--- src/rtl/q_frag_bank_ctrl.sv ---
// Two-requester sequencer for a bank of Q_FRAG fragments: arbitrates, drives
// QEN/QDI/QST/QRT/CDS with fixed pulse/recovery timing, and returns FAQZ.
module q_frag_bank_ctrl #(
  parameter int W     = 8,
  parameter int PULSE = 1,
  parameter int REC   = 2
) (
  input  logic         qck_i,
  input  logic         qrt_i,
  input  logic         req_a_i,
  input  logic [1:0]   op_a_i,
  input  logic [W-1:0] mask_a_i,
  input  logic [W-1:0] data_a_i,
  input  logic         req_b_i,
  input  logic [1:0]   op_b_i,
  input  logic [W-1:0] mask_b_i,
  input  logic [W-1:0] data_b_i,
  output logic         gnt_a_o,
  output logic         gnt_b_o,
  output logic         done_a_o,
  output logic         done_b_o,
  output logic [W-1:0] rdata_o,
  output logic [W-1:0] fqen_o,
  output logic [W-1:0] fqdi_o,
  output logic [W-1:0] fqst_o,
  output logic [W-1:0] fqrt_o,
  output logic         fcds_o,
  input  logic [W-1:0] faqz_i
);

  typedef enum logic [2:0] {
    S_IDLE  = 3'd0,
    S_WRITE = 3'd1,
    S_ASYNC = 3'd2,
    S_RECOV = 3'd3,
    S_CAPT  = 3'd4,
    S_DONE  = 3'd5
  } state_e;

  state_e       state_q, state_d;
  logic [1:0]   op_q, op_d;
  logic [W-1:0] mask_q, mask_d, data_q, data_d;
  logic         owner_q, owner_d;  // 1 = B owns the command in flight
  logic         rr_q, rr_d;        // 1 = B wins the next tie
  logic [15:0]  cnt_q, cnt_d;
  logic         gnt_a_d, gnt_b_d, done_a_d, done_b_d, fcds_d;
  logic [W-1:0] rdata_d, fqen_d, fqdi_d, fqst_d, fqrt_d;
  logic         accept_s, win_b_s;

  // Arbitration, sequencing and next-value decode of every registered output.
  always_comb begin
    state_d  = state_q;
    op_d     = op_q;
    mask_d   = mask_q;
    data_d   = data_q;
    owner_d  = owner_q;
    rr_d     = rr_q;
    cnt_d    = cnt_q;
    rdata_d  = rdata_o;
    gnt_a_d  = 1'b0;
    gnt_b_d  = 1'b0;
    done_a_d = 1'b0;
    done_b_d = 1'b0;
    fqen_d   = '0;
    fqdi_d   = '0;
    fqst_d   = '0;
    fqrt_d   = '0;
    fcds_d   = 1'b0;
    accept_s = ((state_q == S_IDLE) || (state_q == S_DONE)) && (req_a_i || req_b_i);
    win_b_s  = req_b_i && (!req_a_i || rr_q);

    case (state_q)
      S_IDLE, S_DONE: begin
        if (accept_s) begin
          op_d    = win_b_s ? op_b_i   : op_a_i;
          mask_d  = win_b_s ? mask_b_i : mask_a_i;
          data_d  = win_b_s ? data_b_i : data_a_i;
          owner_d = win_b_s;
          rr_d    = !win_b_s;
          gnt_a_d = !win_b_s;
          gnt_b_d = win_b_s;
          cnt_d   = 16'(PULSE - 1);
          case (op_d)
            2'b00:   state_d = S_CAPT;
            2'b01:   state_d = S_WRITE;
            default: state_d = S_ASYNC;
          endcase
        end else begin
          state_d = S_IDLE;
        end
      end
      S_WRITE: state_d = S_CAPT;
      S_ASYNC: begin
        if (cnt_q == 16'd0) begin
          // With no recovery cycles, CAPT itself is the quiet gap.
          if (REC == 0) begin
            state_d = S_CAPT;
          end else begin
            state_d = S_RECOV;
            cnt_d   = 16'(REC - 1);
          end
        end else begin
          cnt_d = cnt_q - 16'd1;
        end
      end
      S_RECOV: begin
        if (cnt_q == 16'd0) begin
          state_d = S_CAPT;
        end else begin
          cnt_d = cnt_q - 16'd1;
        end
      end
      S_CAPT: begin
        state_d  = S_DONE;
        rdata_d  = faqz_i;
        done_a_d = !owner_q;
        done_b_d = owner_q;
      end
      default: state_d = S_IDLE;
    endcase

    // Pins follow the state being entered so they are valid for its whole cycle.
    case (state_d)
      S_WRITE: begin
        fqen_d = mask_d;
        fqdi_d = data_d & mask_d;
        fcds_d = 1'b1;
      end
      S_ASYNC: begin
        if (op_d == 2'b10) begin
          fqst_d = mask_d;
        end else begin
          fqrt_d = mask_d;
        end
      end
      default: fcds_d = 1'b0;
    endcase
  end

  // State, command latch and registered outputs with synchronous reset.
  always_ff @(posedge qck_i) begin
    if (qrt_i) begin
      state_q  <= S_IDLE;
      op_q     <= 2'b00;
      mask_q   <= '0;
      data_q   <= '0;
      owner_q  <= 1'b0;
      rr_q     <= 1'b0;
      cnt_q    <= 16'd0;
      gnt_a_o  <= 1'b0;
      gnt_b_o  <= 1'b0;
      done_a_o <= 1'b0;
      done_b_o <= 1'b0;
      rdata_o  <= '0;
      fqen_o   <= '0;
      fqdi_o   <= '0;
      fqst_o   <= '0;
      fqrt_o   <= '0;
      fcds_o   <= 1'b0;
    end else begin
      state_q  <= state_d;
      op_q     <= op_d;
      mask_q   <= mask_d;
      data_q   <= data_d;
      owner_q  <= owner_d;
      rr_q     <= rr_d;
      cnt_q    <= cnt_d;
      gnt_a_o  <= gnt_a_d;
      gnt_b_o  <= gnt_b_d;
      done_a_o <= done_a_d;
      done_b_o <= done_b_d;
      rdata_o  <= rdata_d;
      fqen_o   <= fqen_d;
      fqdi_o   <= fqdi_d;
      fqst_o   <= fqst_d;
      fqrt_o   <= fqrt_d;
      fcds_o   <= fcds_d;
    end
  end

endmodule

--- config.mk ---
export PLATFORM = sky130hd
export DESIGN_NAME = q_frag_bank_ctrl
export DESIGN_NICKNAME = d
export VERILOG_FILES = /design/src/rtl/q_frag_bank_ctrl.sv
export SDC_FILE = /design/constraint.sdc
export NUM_CORES = 1
export LEC_CHECK = 0
export ABC_AREA = 1
export CORE_MARGIN = 1
export CORE_UTILIZATION = 43
export CTS_CLUSTER_SIZE = 40
export DETAILED_ROUTE_END_ITERATION = 8
export GPL_TIMING_DRIVEN = 0
export HOLD_SLACK_MARGIN = 0.08
export MAX_ROUTING_LAYER = met4
export PLACE_DENSITY = 0.75
export SLEW_MARGIN = 5
export SYNTH_ARGS = -nofsm -noshare
export SYNTH_HDL_FRONTEND = slang
export SYNTH_SLANG_ARGS = --single-unit
--- constraint.sdc ---
create_clock -name qck_i -period 1.58 [get_ports qck_i]
set_clock_uncertainty 0.15 [all_clocks]
set_input_delay 0.474 -clock qck_i [delete_from_list [all_inputs] [get_ports qck_i]]
set_output_delay 0.474 -clock qck_i [all_outputs]
set_load 0.03 [all_outputs]
## After elaboration in Yosys (flattened, before gate mapping)

Index checks and enable logic that the tools add are counted.

| operators by class | value |
|---|---|
| reduce and logical (&&, ||, !) cells | 20 |
| mux-type cells | 19 |
| equality and inequality tests | 11 |
| add/subtract/negate cells | 1 |
| bitwise logic cells | 7 |

Operators with widths:

| cell | count |
|---|---|
| 16-bit 2-to-1 mux | 3 |
| 8-bit 2-to-1 mux | 6 |
| 16-bit case mux with 3 select lines | 1 |
| 16-bit zero test | 1 |
| 16-bit by 1-bit subtractor with 16-bit output (second input constant) | 1 |
| 3-bit case mux with 5 select lines | 1 |
| 3-bit by 2-bit equality test with 1-bit output (second input constant) | 3 |
| 3-bit 2-to-1 mux | 3 |
| 3-bit OR reduction | 3 |
| 8-bit AND | 1 |
| 3-bit by 1-bit equality test with 1-bit output (second input constant) | 2 |
| 3-bit equality test (second input constant) | 2 |
| 2-bit 2-to-1 mux | 3 |
| 1-bit NOT | 6 |
| 3-bit case mux with 2 select lines | 1 |
| 2-bit OR reduction | 3 |
| 2-bit inequality test (second input constant) | 2 |
| 1-bit zero test | 3 |
| 3-bit zero test | 1 |
| 1-bit logical OR | 3 |
| 3-bit AND reduction | 1 |
| 3-bit nonzero test | 1 |
| 2-bit by 1-bit equality test with 1-bit output (second input constant) | 1 |
| 2-bit equality test (second input constant) | 1 |
| other kinds (4) | 5 |

| word-level totals | value |
|---|---|
| register bits | 84 |
| output and inout port bits | 45 |
| input bits | 48 |

## Logic depth before layout (Yosys ltp)

| depth | value |
|---|---|
| word-level depth | 11 |
| mapped depth | 11 |
| mapped depth without buffers | 11 |

## Worst setup path after synthesis

Ideal clock, no wire load.

| path | value |
|---|---|
| kind | register to register |
| start point | register cnt_q[0] |
| end point | register cnt_q[7] |
| path buffers | 0 |
| stages on the path, launching flop included | 10 |
| setup slack | -74 ps |
| required time | 1308 ps |
| clock period less this slack | 1654 ps |
| library setup time | 122 ps |
| data arrival time | 1382 ps |
| cell sequence | dfxtp_1 -> inv_1 -> ha_1 -> nand3_1 -> nor2_4 -> nand2_2 -> o21ai_0 -> a21oi_2 -> inv_2 -> a21oi_1 |

| on the way | value |
|---|---|
| word-level cells in the longest chain between the ends | 3 |

RTL lines:

| what | line | RTL |
|---|---|---|
| start: declaration | 45 | `logic [15:0] cnt_q, cnt_d;` |
| start signal: assignment | 167 | `cnt_q <= cnt_d;` |
| 16-bit by 1-bit subtractor with 16-bit output or 16-bit zero test (tied branches) | -- |  |
| 16-bit 2-to-1 mux, or another cell as far along | 107 | `if (cnt_q == 16'd0) begin` |
| 16-bit case mux with 3 select lines or 3-bit AND reduction (tied branches) | -- |  |

Parallel ways exist; a longest one is shown, timed or not. The select of a mux whose other input is x is not followed.
A chain may end at the register's enable or synchronous reset.

## Worst setup path after layout

| path | value |
|---|---|
| start point | register state_q[0] |
| end point | register fqst_o[6] |

| on the way | value |
|---|---|
| word-level cells in the longest chain between the ends | 8 |

RTL lines:

| what | line | RTL |
|---|---|---|
| start: declaration | 40 | `state_e state_q, state_d;` |
| start signal: assignment | 161 | `state_q <= state_d;` |
| 3-bit equality test or 3-bit zero test (tied branches) | 69, 72 |  |
| 1-bit logical OR | 69 | `accept_s = ((state_q == S_IDLE) \|\| (state_q == S_DONE)) && (req_a_i \|\| req_b_i);` |
| 1-bit logical AND | 69 |  |
| 3-bit 2-to-1 mux or 2-bit 2-to-1 mux (tied branches) | 74 | `if (accept_s) begin` |
| 3-bit case mux with 5 select lines or 2-bit 2-to-1 mux (tied branches) | 72 | `case (state_q)` |
| 3-bit by 2-bit equality test with 1-bit output or 2-bit equality test (tied branches) | 123, 130 |  |
| 1-bit NOT (no source line) | -- |  |
| 3-bit OR reduction (no source line) | -- |  |
| end signal: assignment | 175 | `fqst_o <= fqst_d;` |
| end: declaration | 25 | `output logic [W-1:0] fqst_o,` |

Parallel ways exist; a longest one is shown, timed or not.

==> metrics.md <==
| Metric | Value |
|---|---|
| Status | finished, violations left |
| Failing checks | negative setup slack |
| Synth Flop Type | dfxtp_1 |
| Ys Warns | 0 |
| Async S/R FF share, synth | 0% |
| Mean Syn Cell Area | 7.20 sq um |
| Post-synth EDFFs | 0 |
| Buffers on Ports | 91 |
| Area leader, netlist | dfxtp_1 |
| Core Util, Final | 62.8% |
| Grt peak-use layer | met2 |
| Mapped Cells | 482 |
| Clock Sinks | 84 |
| CTS Hold Bufs | 0 |
| Top delay family on crit path | simple AND/OR/NAND/NOR gates |
| Congestion Overflow GR | 0 |
| ANT nets after route | 0 |
| Total wire length | 9040 microns |
| Total GRT Usage | 22.2% |
| Final setup fails | 44 |
| Synth cell types | 32 |
| Crit share post-route | 113% |
| Hold Path Depth | 1 |
| M2 GR Usage | 36.0% |
| DRC | 0 |
| Setup CP Type | flip-flop to flip-flop |
| GP Congestion | 0.836 |
| Largest net degree at the start of global routing | 17 |
| Crit end category | flip-flop |
| Post-synthesis sequential area ratio | 48.5% |
| Worst slew pin tran | 0.468 ns |
| Max incr delay on CP | 0.39 ns |
| First-pass GRT wire length | 14300 microns |
| Hold Crit Class | flip-flop to flip-flop |
| Met3 Use GR | 4.89% |
| Fin. Hold Viols | 0 |
| Top-area cell type share of the netlist area | 48.5% |
| Via count of the first global-routing pass | 3103 |
| Worst hold slack | 0.289 ns |
| Die extent in x | 91.8 microns |
| Critical Path RT | 1.71 ns |
| Inserted Clock Buffers | 9 |
| Initial Utilization | 44.7% |
| Initial antenna violation count | 0 |
| Reg2reg path depth | 9 |
| Die Area | 8430 sq um |
| Clk slew on worst S/H paths | 0.09 ns |
| Peak VDD IR | 0.000892 V |
| Slew margin rel. | 68.8% |
| Nets | 653 |
| # diodes | 0 |
| Final min period | 1.78 ns |
| Slowest CP cell | dfxtp_4 |
| # H-tree levels | 3 |
| IO Count | 93 |
| Post-DR vias/cell | 4.70 |
| Std cell rows | 32 |
| Total of max-cap violations | 0 |
| Clk_lat worst skew | 0.35 ns |
| Setup crit start kind | flip-flop |
| Wire length per cell | 12.7 microns |
| Crit path DAT | 1.91 ns |
| CP Depth | 9 |
| CTS root buf | clkbuf_8 |
| Buf/Inv on CP | 2 |
| Synth top area cells | dfxtp_1 48%, nand2_1 17%, nor2_1 10% |
| Net count after synthesis | 532 |
| CP Max Fanout | 10 |
| Global routing usage on met1 | 28.0% |
| CP cell instances | inv_2 > nand2_4 > nand4_2 > buf_6 > nand2_1 > nand2_2 > nor2_2 > nand4_4 > nor2_1 |
| CTS tree | built |
| Pleak | 2.37 nW |
| Area Growth Syn to Fin | 40.6% |
| Flops & latches, synth | 84 |
| Pins Over Slew Limit | 0 |
| Fmax achieved | 562 MHz |
| RSZ-0062 raised after global routing | true |
| Routed via count | 3338 |
| Post-Synthesis Cell Area | 3470 sq um |
| Most instantiated cells after synthesis | 155 x nand2_1, 97 x nor2_1, 84 x dfxtp_1 |
| Die Height | 91.8 microns |
| HPWL after DPL | 6370 microns |
| Top-count cell post-synth | nand2_1 |
| Clock Tree Buf Depth | 2 |
| Worst setup margin | -0.201 ns |
| DR iter-0 viols | 151 |
| Core area | 7770 sq um |
| Drt first pass iters | 5 |
| PwrDens | 2200 nW/um^2 |
| Share of cells above drive strength 1 | 29.3% |
[final cells by class]
cell class,instances,area [sq um]
buffer,12,96.3
clock buffer,9,124
clock inverter,7,73.8
fill,687,2890
inverter,44,173
multi-input combinational,341,1750
sequential,84,1690
tap,102,128
timing repair buffer,111,837
[routing by layer]
| layer | share of wire, % | vias to the layer above |
|---|---|---|
| li1 | - | 1735 |
| met1 | 44 | 1526 |
| met2 | 52 | 68 |
| met3 | 3.5 | 9 |
| met4 | 1.1 | 0 |
| met5 | 0 | - |
[report_power, final]
part / switching (W) / internal [W]
Sequential: 0.000364 / 0.00267
Combinational: 0.00389 / 0.00228
Clock: 0.000789 / 0.000738
[final timing paths]
path,startpoint,to,slack [ns]
min,owner_q,done_a_o,0.29
min reg2reg,owner_q,done_a_o,0.29
max,state_q[0],fqst_o[6],-0.20
max reg2reg,state_q[0],fqst_o[6],-0.20
[flip-flops by register name, summed over array words and instances (netlist names)]
| register | count |
|---|---|
| op_q | 2 |
| fqrt_o | 8 |
| gnt_a_o | 1 |
| fqdi_o | 8 |
| done_a_o | 1 |
| rr_q | 1 |
| data_q | 8 |
| done_b_o | 1 |
| gnt_b_o | 1 |
| state_q | 3 |
| rdata_o | 8 |
| mask_q | 8 |
| fqen_o | 8 |
| cnt_q | 16 |
| fqst_o | 8 |
| owner_q | 1 |
| fcds_o | 1 |
[what timing repair did]
item	in CTS	in global routing
setup endpoints to repair	129	74
buffers inserted	12	8
pin swaps	12	13
resized for setup	256	57
[worst register-to-register path, cell delays in order, from the launching register on]
cell	delay, ns
dfxtp_4	0.39
inv_2	0.05
nand2_4	0.09
nand4_2	0.16
buf_6	0.18
nand2_1	0.09
nand2_2	0.08
nor2_2	0.15
nand4_4	0.21
nor2_1	0.15
[per-stage QoR]
stage | instance area (sq um) | cells | total power (W) | setup WS, ns | setup TNS [ns]
finish | 4880 | 710 | 0.0107 | -0.201 | -6.23
floorplan | 3500 | 482 | 0.00676 | -0.0117 | -0.167
detailed placement | 4540 | 675 | 0.00808 | -0.859 | -55.00
global placement | 4540 | 675 | 0.00794 | -0.836 | -52.81
CTS | 4700 | 702 | 0.00999 | -0.201 | -5.08
global route | 4880 | 710 | 0.0116 | -0.305 | -11.40
[cells in the final DEF (no fill, tap or decap), types with 3 or more instances in the layout]
cell / instances
nand2_1: 148
nor2_1: 79
dfxtp_1: 77
buf_2: 45
clkdlybuf4s50_1: 44
inv_1: 26
buf_4: 21
nor2_2: 16
inv_2: 15
nor2_4: 13
o21ai_0: 13
nand3_1: 12
a21oi_1: 11
nand2_2: 9
clkbuf_8: 9
nor3_2: 7
buf_6: 6
dfxtp_2: 6
nand2_4: 4
nand4_1: 4
inv_4: 3
nand3_2: 3
[kinds of logic after synthesis]
kind of cell               count (synthesis)  share of synthesized area [%]
buffers and inverters                     57                           6.85
adders and majority gates                  2                          0.721
and+or+nand+nor                          306                           38.6
AOI/OAI and AO/OA                         31                           4.80
DFF                                       84                           48.5
xor gates and xnor gates                   2                          0.505
Power figures use the tool's default switching activity.
